### src/rtl/edit_mem_buf_manager.sv
`default_nettype none
// +----------------------------------------------------------------------------+
// | edit_mem_buf_manager                                                        |
// | Free-list manager for edit-memory buffer pointers: self-initialising FIFO, |
// | one alloc and one release per cycle.                                        |
// | Rev 1.0                                                                      |
// +----------------------------------------------------------------------------+
module edit_mem_buf_manager #(
  parameter int BPTR_NBITS = 3
) (
  input  logic                  clk,
  input  logic                  rst,
  input  logic                  buf_req,
  output logic                  buf_gnt,
  output logic [BPTR_NBITS-1:0] buf_gnt_ptr,
  input  logic                  em_rel_buf_valid,
  input  logic [BPTR_NBITS-1:0] em_rel_buf_ptr,
  output logic                  init_done,
  output logic                  buf_avail,
  output logic [BPTR_NBITS:0]   free_cnt,
  output logic                  rel_err
);

  localparam int                  DEPTH    = 2 ** BPTR_NBITS;
  localparam int                  IW       = BPTR_NBITS + 1;
  localparam logic [BPTR_NBITS:0] FULL_CNT = {1'b1, {BPTR_NBITS{1'b0}}};
  localparam logic [BPTR_NBITS-1:0] LAST_PTR = {BPTR_NBITS{1'b1}};

  localparam logic [0:0] ST_INIT = 1'b0;
  localparam logic [0:0] ST_RUN  = 1'b1;

  logic [0:0]            state;
  logic [0:0]            state_nxt;
  logic [BPTR_NBITS-1:0] init_cnt;
  logic [BPTR_NBITS:0]   rd_idx;
  logic [BPTR_NBITS:0]   wr_idx;
  logic [BPTR_NBITS:0]   rd_idx_nxt;
  logic [BPTR_NBITS:0]   wr_idx_nxt;
  logic [BPTR_NBITS-1:0] fifo_mem [DEPTH];

  logic                  list_full;
  logic                  pop;
  logic                  push_init;
  logic                  push_rel;
  logic                  rel_drop;
  logic                  wr_en;
  logic [BPTR_NBITS-1:0] wr_addr;
  logic [BPTR_NBITS-1:0] wr_data;

  always_ff @(posedge clk) begin
    if (rst) begin
      state <= ST_INIT;
    end else begin
      state <= state_nxt;
    end
  end

  always_comb begin
    state_nxt = state;
    case (state)
      ST_INIT: if (init_cnt == LAST_PTR) state_nxt = ST_RUN;
      ST_RUN:  state_nxt = ST_RUN;
      default: state_nxt = ST_INIT;
    endcase
  end

  // INIT and release share the single FIFO write port; they never coincide.
  always_comb begin
    init_done = (state == ST_RUN);
    buf_avail = init_done && (free_cnt != '0);
    list_full = (free_cnt == FULL_CNT);
    pop       = init_done && buf_req && buf_avail;
    push_init = (state == ST_INIT);
    push_rel  = init_done && em_rel_buf_valid && !list_full;
    rel_drop  = em_rel_buf_valid && !push_rel;
    wr_en     = push_init || push_rel;
    wr_addr   = push_init ? init_cnt : wr_idx[BPTR_NBITS-1:0];
    wr_data   = push_init ? init_cnt : em_rel_buf_ptr;
  end

  assign rd_idx_nxt = rd_idx + IW'(pop);
  assign wr_idx_nxt = wr_idx + IW'(wr_en);

  always_ff @(posedge clk) begin
    if (rst) begin
      init_cnt    <= '0;
      rd_idx      <= '0;
      wr_idx      <= '0;
      free_cnt    <= '0;
      buf_gnt     <= 1'b0;
      buf_gnt_ptr <= '0;
      rel_err     <= 1'b0;
    end else begin
      if (push_init) init_cnt <= init_cnt + BPTR_NBITS'(1);
      rd_idx   <= rd_idx_nxt;
      wr_idx   <= wr_idx_nxt;
      free_cnt <= wr_idx_nxt - rd_idx_nxt;
      buf_gnt  <= pop;
      if (pop) buf_gnt_ptr <= fifo_mem[rd_idx[BPTR_NBITS-1:0]];
      rel_err  <= rel_drop;
    end
  end

  // Contents need no reset: INIT rewrites every entry before any read.
  always_ff @(posedge clk) begin
    if (wr_en) fifo_mem[wr_addr] <= wr_data;
  end

endmodule
`default_nettype wire
### config.mk
export PLATFORM = sky130hd
export DESIGN_NAME = edit_mem_buf_manager
export DESIGN_NICKNAME = d
export VERILOG_FILES = /design/src/rtl/edit_mem_buf_manager.sv
export SDC_FILE = /design/constraint.sdc
export NUM_CORES = 1
export LEC_CHECK = 0
export CAP_MARGIN = 20
export CORE_UTILIZATION = 50
export CTS_CLUSTER_DIAMETER = 30
export DETAILED_ROUTE_END_ITERATION = 7
export GPL_ROUTABILITY_DRIVEN = 0
export PLACE_DENSITY = 0.7
export SETUP_SLACK_MARGIN = 0.05
export SKIP_CTS_REPAIR_TIMING = 1
export SYNTH_ARGS = -nofsm -noshare
export SYNTH_HDL_FRONTEND = slang
export SYNTH_SLANG_ARGS = --single-unit
### constraint.sdc
create_clock -name clk -period 7.5 [get_ports clk]
set_input_delay 1.5 -clock clk [delete_from_list [all_inputs] [get_ports clk]]
set_output_delay 1.5 -clock clk [all_outputs]
set_load 0.03 [all_outputs]
==> summary.md, run 1 <==
| Metric | Value |
|---|---|
| Syn nets | `170` |
| Share of cells above drive strength 1 | `10.59%` |
| First-pass GRT wire length | `5485 um` |
| Hold Path Class | `register to register` |
| Skew final | `8.424 ps` |
| Synth warnings | `0` |
| First-pass DRT Iterations | `4` |
| Largest net degree at the start of global routing | `22` |
| Residual DRC | `0` |
| Register area share after synthesis | `58.84%` |
| Synth area leaders | `edfxtp_1 (37%), dfxtp_1 (22%), mux4_2 (7.0%)` |
| Power Density | `231.1 nW/um^2` |
| Gr ovfl total | `0` |
| GRT Util Overall | `18.14%` |
| Nets | `186` |
| Number of synthesized flops with an enable pin | `24` |
| Final Non-Filler Cells | `218` |
| Worst slew pin tran | `817.1 ps` |
| Starting DRT DRC Count | `52` |
| Top-Level Pins | `18` |
| # fillers | `321` |
| Leak | `0.8379 nW` |
| Most used cell, CP | `ha_1` |
| Top post-synthesis cells by count | `nor2_1 (29), edfxtp_1 (24), dfxtp_1 (21)` |
| Outcome | `complete, no violations` |
| Unrepaired setup endpoints after global routing | `no` |
| Die Wd | `64.28 um` |
| CP required | `7720 ps` |
| CP arrival | `3720 ps` |
| Worst-case clock buffer depth | `2` |
| Cell variety after synth | `30` |
| WL/cell | `14.35 um` |
| CP Class | `primary input to register` |
| DRT antenna net count | `0` |
| Via-per-instance ratio | `5.110` |
| Largest area contributor in the netlist | `edfxtp_1` |
| Ys async rst share | `0%` |
| Synth Instances | `153` |
| Slew Limit Fails | `0` |
| Total clock sinks | `45` |
| Die Area | `4132 um^2` |
| Crit. End Element | `register` |
| Number of CTS-inserted buffers | `5` |
| Initial antenna violation count | `0` |
| Most common cell in the netlist | `nor2_1` |
| Setup TNS | `0 ps` |
| Drt total wl | `3129 um` |
| Clk root buf | `clkbuf_8` |
| Crit-path cells | `clkdlybuf4s50_1, nand2_1, nand2_1, ha_1, ha_1, ha_1, a21o_1, a21oi_1, xnor3_1, nor2_1` |
| Hpwl dp | `2331 um` |
| Vias | `1,114` |
| P&R area growth vs syn | `15.36%` |
| Fmax | `0.2859 GHz` |
| Dpl cells | `210` |
| Final-report hold violation count | `0` |
| Slew headroom | `44.95%` |
| Top-area cell type share of the netlist area | `37.16%` |
| PortBufs | `17` |
| Die Ht | `64.28 um` |
| CTS clock-pin slew for the worst setup and hold paths | `80 ps` |
| # Max-Cap Violations | `0` |
| Core area | `3689 um^2` |
| Worst path slowest cell | `clkdlybuf4s50_1` |
| CP max stage delay | `420 ps` |
| CP Max Fanout | `3` |
| Final period util | `46.64%` |
| Top_reg_cell synth | `edfxtp_1` |
| H-tree depth | `2` |
| Cell area after synthesis | `1939 um^2` |
| Finished Core Util | `60.65%` |
| # rows | `22` |
| Number of global-route vias before repair | `1,151` |
| Initial core utilization | `52.58%` |
| Yosys reg bits | `45` |
| # diodes | `0` |
| # setup viols final | `0` |
| Later-pin clock latency in the skew report | `300 ps` |
| Syn avg cell area | `12.68 um^2` |
| Fin crit period | `3498 ps` |
| Startpoint types | `primary input` |
| CTS tree | `yes` |
| Max rail drop VDD | `162.8 uV` |
-- worst paths after layout --
path / start / to / slack, ps / depth (start not counted)
setup / recovery: em_rel_buf_valid / free_cnt[3] / 4000 / 10
hold / removal: buf_gnt_ptr[0] / buf_gnt_ptr[0] / 540 / 2
setup reg to reg: free_cnt[2] / free_cnt[3] / 4730 / 9
hold reg to reg: buf_gnt_ptr[0] / buf_gnt_ptr[0] / 540 / 2
-- where the power goes --
part | switching (mW) | leakage, nW | internal, mW
clock | 0.0752 | 0.0552 | 0.0988
sequential | 0.00733 | 0.397 | 0.276
combinational | 0.0330 | 0.385 | 0.0265
total | 0.116 | 0.838 | 0.401
-- kinds of logic (layout without fill, tap and decap cells) --
kind of cell | Yosys count | after routing | share of synthesized area (%)
AND/OR/NAND/NOR | 54 | 54 | 12.52
flip-flops | 45 | 45 | 58.84
buffers and inverters | 14 | 31 | 3.226
AO/OA/AOI/OAI | 11 | 11 | 4.710
multiplexers | 11 | 11 | 9.549
adder cells (fa/ha/maj) | 10 | 10 | 6.839
XOR/XNOR | 8 | 8 | 4.323
-- sequential cells by signal, summed over array words and instances, names as in the netlist --
signal,flops
rel_err,1
buf_gnt,1
init_done,1
buf_gnt_ptr,3
wr_idx,4
free_cnt,4
init_cnt,3
fifo_mem,24
rd_idx,4
-- per-layer routing --
metal  vias to the layer above  GRT usage [%]  part of all wire (%)
met5                         -              0                     0
met4                         0          6.667                   2.2
met3                         8          5.536                   3.9
met2                        27          29.87                    48
met1                       517          22.35                    46
li1                        562              -                     -
-- cell type report --
type | count | area [um^2] | share of cell area [%]
Clock buffer | 6 | 72.57 | 3.244
Clock inverter | 2 | 35.03 | 1.566
Timing Repair Buffer | 17 | 170.2 | 7.606
Multi-Input combinational cell | 94 | 735.7 | 32.89
Sequential cell | 45 | 1141 | 51.01
Tap cell | 48 | 60.06 | 2.685
Inverter | 6 | 22.52 | 1.007
-- cells in the final DEF (no fill, tap or decap), types with 2 or more instances in the layout --
cell type        netlist  layout
nor2_1                29      29
nand2b_1               3       3
dfxtp_1               21      21
nand3_1                3       3
edfxtp_1              24      24
nand2_1               12      12
mux2i_1                5       5
clkbuf_8               0       5
nor2b_1                3       3
a211oi_2               3       3
clkdlybuf4s50_1        0      17
mux4_2                 6       6
xor2_1                 6       6
ha_1                   9       9
inv_1                  6       6
a21oi_1                2       2
-- through the flow --
step / area, um^2 / hold WS [ps] / setup WS, ps / power (mW)
3_3_place_gp: 2130 / 491.5 / 3829 / 0.3458
4_1_cts: 2237 / 543.5 / 3980 / 0.5234
2_1_floorplan: 1939 / 473.1 / 4310 / 0.3288
3_5_place_dp: 2130 / 526.4 / 3680 / 0.3492
5_1_grt: 2237 / 565.1 / 3861 / 0.5423
6_report: 2237 / 537.1 / 4002 / 0.5170
-- worst max-delay path: cells and delay by family --
kind	cells	cell delay [ps]
adder cells (fa/ha/maj)	3	840
buffers and inverters	1	420
AO/OA/AOI/OAI	2	360
XOR/XNOR	1	350
AND/OR/NAND/NOR	3	250
(Power assumes the default switching activity.)
==> run 2, diff against run 1 <==
--- a/config.mk
+++ b/config.mk
@@ -10,7 +10,7 @@
 export CTS_CLUSTER_DIAMETER = 30
 export DETAILED_ROUTE_END_ITERATION = 7
 export GPL_ROUTABILITY_DRIVEN = 0
-export PLACE_DENSITY = 0.7
+export PLACE_DENSITY = 0.73
 export SETUP_SLACK_MARGIN = 0.05
 export SKIP_CTS_REPAIR_TIMING = 1
 export SYNTH_ARGS = -nofsm -noshare
==> constraint.sdc (replaced) <==
create_clock -name clk -period 2.8 [get_ports clk]
set_input_delay 0.56 -clock clk [delete_from_list [all_inputs] [get_ports clk]]
set_output_delay 0.56 -clock clk [all_outputs]
set_load 0.03 [all_outputs]
==> run 2 against run 1 <==
Die area unchanged. Sequential share of layout area shrank 0.26 points. Count of clock-buffer cells in the layout did not move. Non-clock buffer count is 3 higher. Flip-flop and latch count did not move. Total power rose by 150%. Final cell count increased by 1.4%. Wire length is 0.93% higher. Register-to-register slack lost 4500 ps. Clock power up 110%. First-iteration DRC count decreased by 9.6%. Via count is 1.4% higher.
==> summary.md, run 2 (synthesized netlist as in run 1, its figures left out) <==
| Metric | Value |
|---|---|
| Commonest non-fill, non-tap cell in the layout | `nor2_1` |
| CTS clock-pin slew for the worst setup and hold paths | `70 ps` |
| Hpwl dp | `2318 um` |
| Share of cells above drive strength 1 | `13.87%` |
| First-pass DRT Iterations | `5` |
| Residual DRC | `0` |
| GRT Util Overall | `18.03%` |
| Reg2Reg Setup Slack | `190 ps` |
| Clk root buf | `clkbuf_8` |
| Via-per-instance ratio | `5.113` |
| Unrepaired setup endpoints after global routing | `no` |
| Number of global-route vias before repair | `1,225` |
| First-pass GRT wire length | `5561 um` |
| Initial antenna violation count | `0` |
| Reg-to-reg startpoint | `free_cnt[2]` |
| Final-report hold violation count | `0` |
| H-tree depth | `2` |
| Hold Path Class | `register to register` |
| Hold path depth | `1` |
| # fillers | `327` |
| Die Wd | `64.28 um` |
| Largest net degree at the start of global routing | `22` |
| # rows | `22` |
| CTS tree | `yes` |
| Number of flip-flops under the largest register name | `24` |
| Multi-input gate area | `749.5 um^2` |
| Die Area | `4132 um^2` |
| # Max-Cap Violations | `0` |
| WL/cell | `14.29 um` |
| Fmax | `0.3837 GHz` |
| Core area | `3689 um^2` |
| Hold Crit Endpoint | `rel_err` |
| Startpoint types | `register` |
| # diodes | `0` |
| PortBufs | `17` |
| Final period util | `93.09%` |
| Vias | `1,130` |
| Leading cell types in the layout, fill and taps excluded | `nor2_1 (29), edfxtp_1 (24), dfxtp_1 (21)` |
| Slew Limit Fails | `0` |
| Hold WS | `521.1 ps` |
| Fin crit period | `2607 ps` |
| Later-pin clock latency in the skew report | `290 ps` |
| Number of CTS-inserted buffers | `5` |
| Gr ovfl total | `0` |
| Power Density | `574.5 nW/um^2` |
| DRT antenna net count | `0` |
| Leak | `0.8440 nW` |
| CP required | `3010 ps` |
| Slew headroom | `45.02%` |
| Drt total wl | `3158 um` |
| Crit. End Element | `register` |
| Nets | `189` |
| Worst slew pin tran | `822.1 ps` |
| Initial core utilization | `52.58%` |
| Outcome | `complete, no violations` |
| Hold Startpoint | `init_done` |
| # setup viols final | `0` |
| Total power | `1.292 mW` |
| P&R area growth vs syn | `15.94%` |
| CP Class | `register to register` |
| Worst-case clock buffer depth | `2` |
| CP arrival | `2820 ps` |
| Starting DRT DRC Count | `47` |
| Skew final | `8.077 ps` |
| FF-to-FF path depth | `10` |
| Finished Core Util | `60.96%` |
| R2r endpoint | `free_cnt[3]` |
| Die Ht | `64.28 um` |
| CP Max Fanout | `3` |
| Max rail drop VDD | `324.4 uV` |
| Total clock sinks | `45` |
| Top-Level Pins | `18` |
| Most flop-heavy register | `fifo_mem` |
| Area occupied by registers | `1141 um^2` |
## run 2: worst max path at each step
stage	from	end	slack, ps	depth (start not counted)
floorplan	free_cnt[2]	free_cnt[3]	120	10
global placement	em_rel_buf_valid	free_cnt[3]	110	10
detailed placement	em_rel_buf_valid	free_cnt[3]	-6	10
CTS	free_cnt[2]	free_cnt[3]	100	10
global route	free_cnt[2]	free_cnt[3]	60	10
finish	free_cnt[2]	free_cnt[3]	190	10
## run 2: area by class of cell
cell class / instances / area share (%)
Clock inverter: 2 / 0.4452
Timing Repair Buffer: 20 / 8.570
Tap cell: 48 / 2.671
Sequential cell: 45 / 50.75
Clock buffer: 6 / 3.228
Multi-Input combinational cell: 94 / 33.33
Inverter: 6 / 1.002
## run 2: worst max-delay path, stage by stage, from the launching register on
cell     delay [ps]
dfxtp_1         320
or4b_1          540
nand2_1          90
nand2_1          90
ha_2            200
ha_1            290
ha_1            280
a21o_1          170
a21oi_2         150
xnor3_1         320
nor2_1          100
## run 2: where the power goes
group / internal, mW / total, mW / switching [mW] / leakage (nW)
Sequential: 0.740 / 0.759 / 0.0191 / 0.397
Combinational: 0.0727 / 0.162 / 0.0890 / 0.402
Clock: 0.173 / 0.371 / 0.198 / 0.0450
Total: 0.985 / 1.29 / 0.306 / 0.844
## run 2: layer usage
metal  vias up  wire length (um)  track usage, %
li1        571                 -               -
met4         0                40           6.667
met2        26              1505           29.74
met3         5               108           3.929
met1       528              1503           23.25
met5         -                 0               0
## run 2: per-stage QoR
stage	area (um^2)	instances	TNS, ps	worst slack [ps]
3_5_place_dp	2152	213	-5.605	-5.605
5_1_grt	2248	221	0	62.04
3_3_place_gp	2152	213	0	108.9
2_1_floorplan	1939	153	0	120.4
6_report	2248	221	0	193.5
4_1_cts	2235	221	0	101.8
==> run 3, diff against run 2 <==
--- a/config.mk
+++ b/config.mk
@@ -13,6 +13,7 @@
 export PLACE_DENSITY = 0.73
 export SETUP_SLACK_MARGIN = 0.05
 export SKIP_CTS_REPAIR_TIMING = 1
+export SLEW_MARGIN = 20
 export SYNTH_ARGS = -nofsm -noshare
 export SYNTH_HDL_FRONTEND = slang
 export SYNTH_SLANG_ARGS = --single-unit
==> results of run 3 <==
Final layout, timing and power as in run 2 (identical DEF).
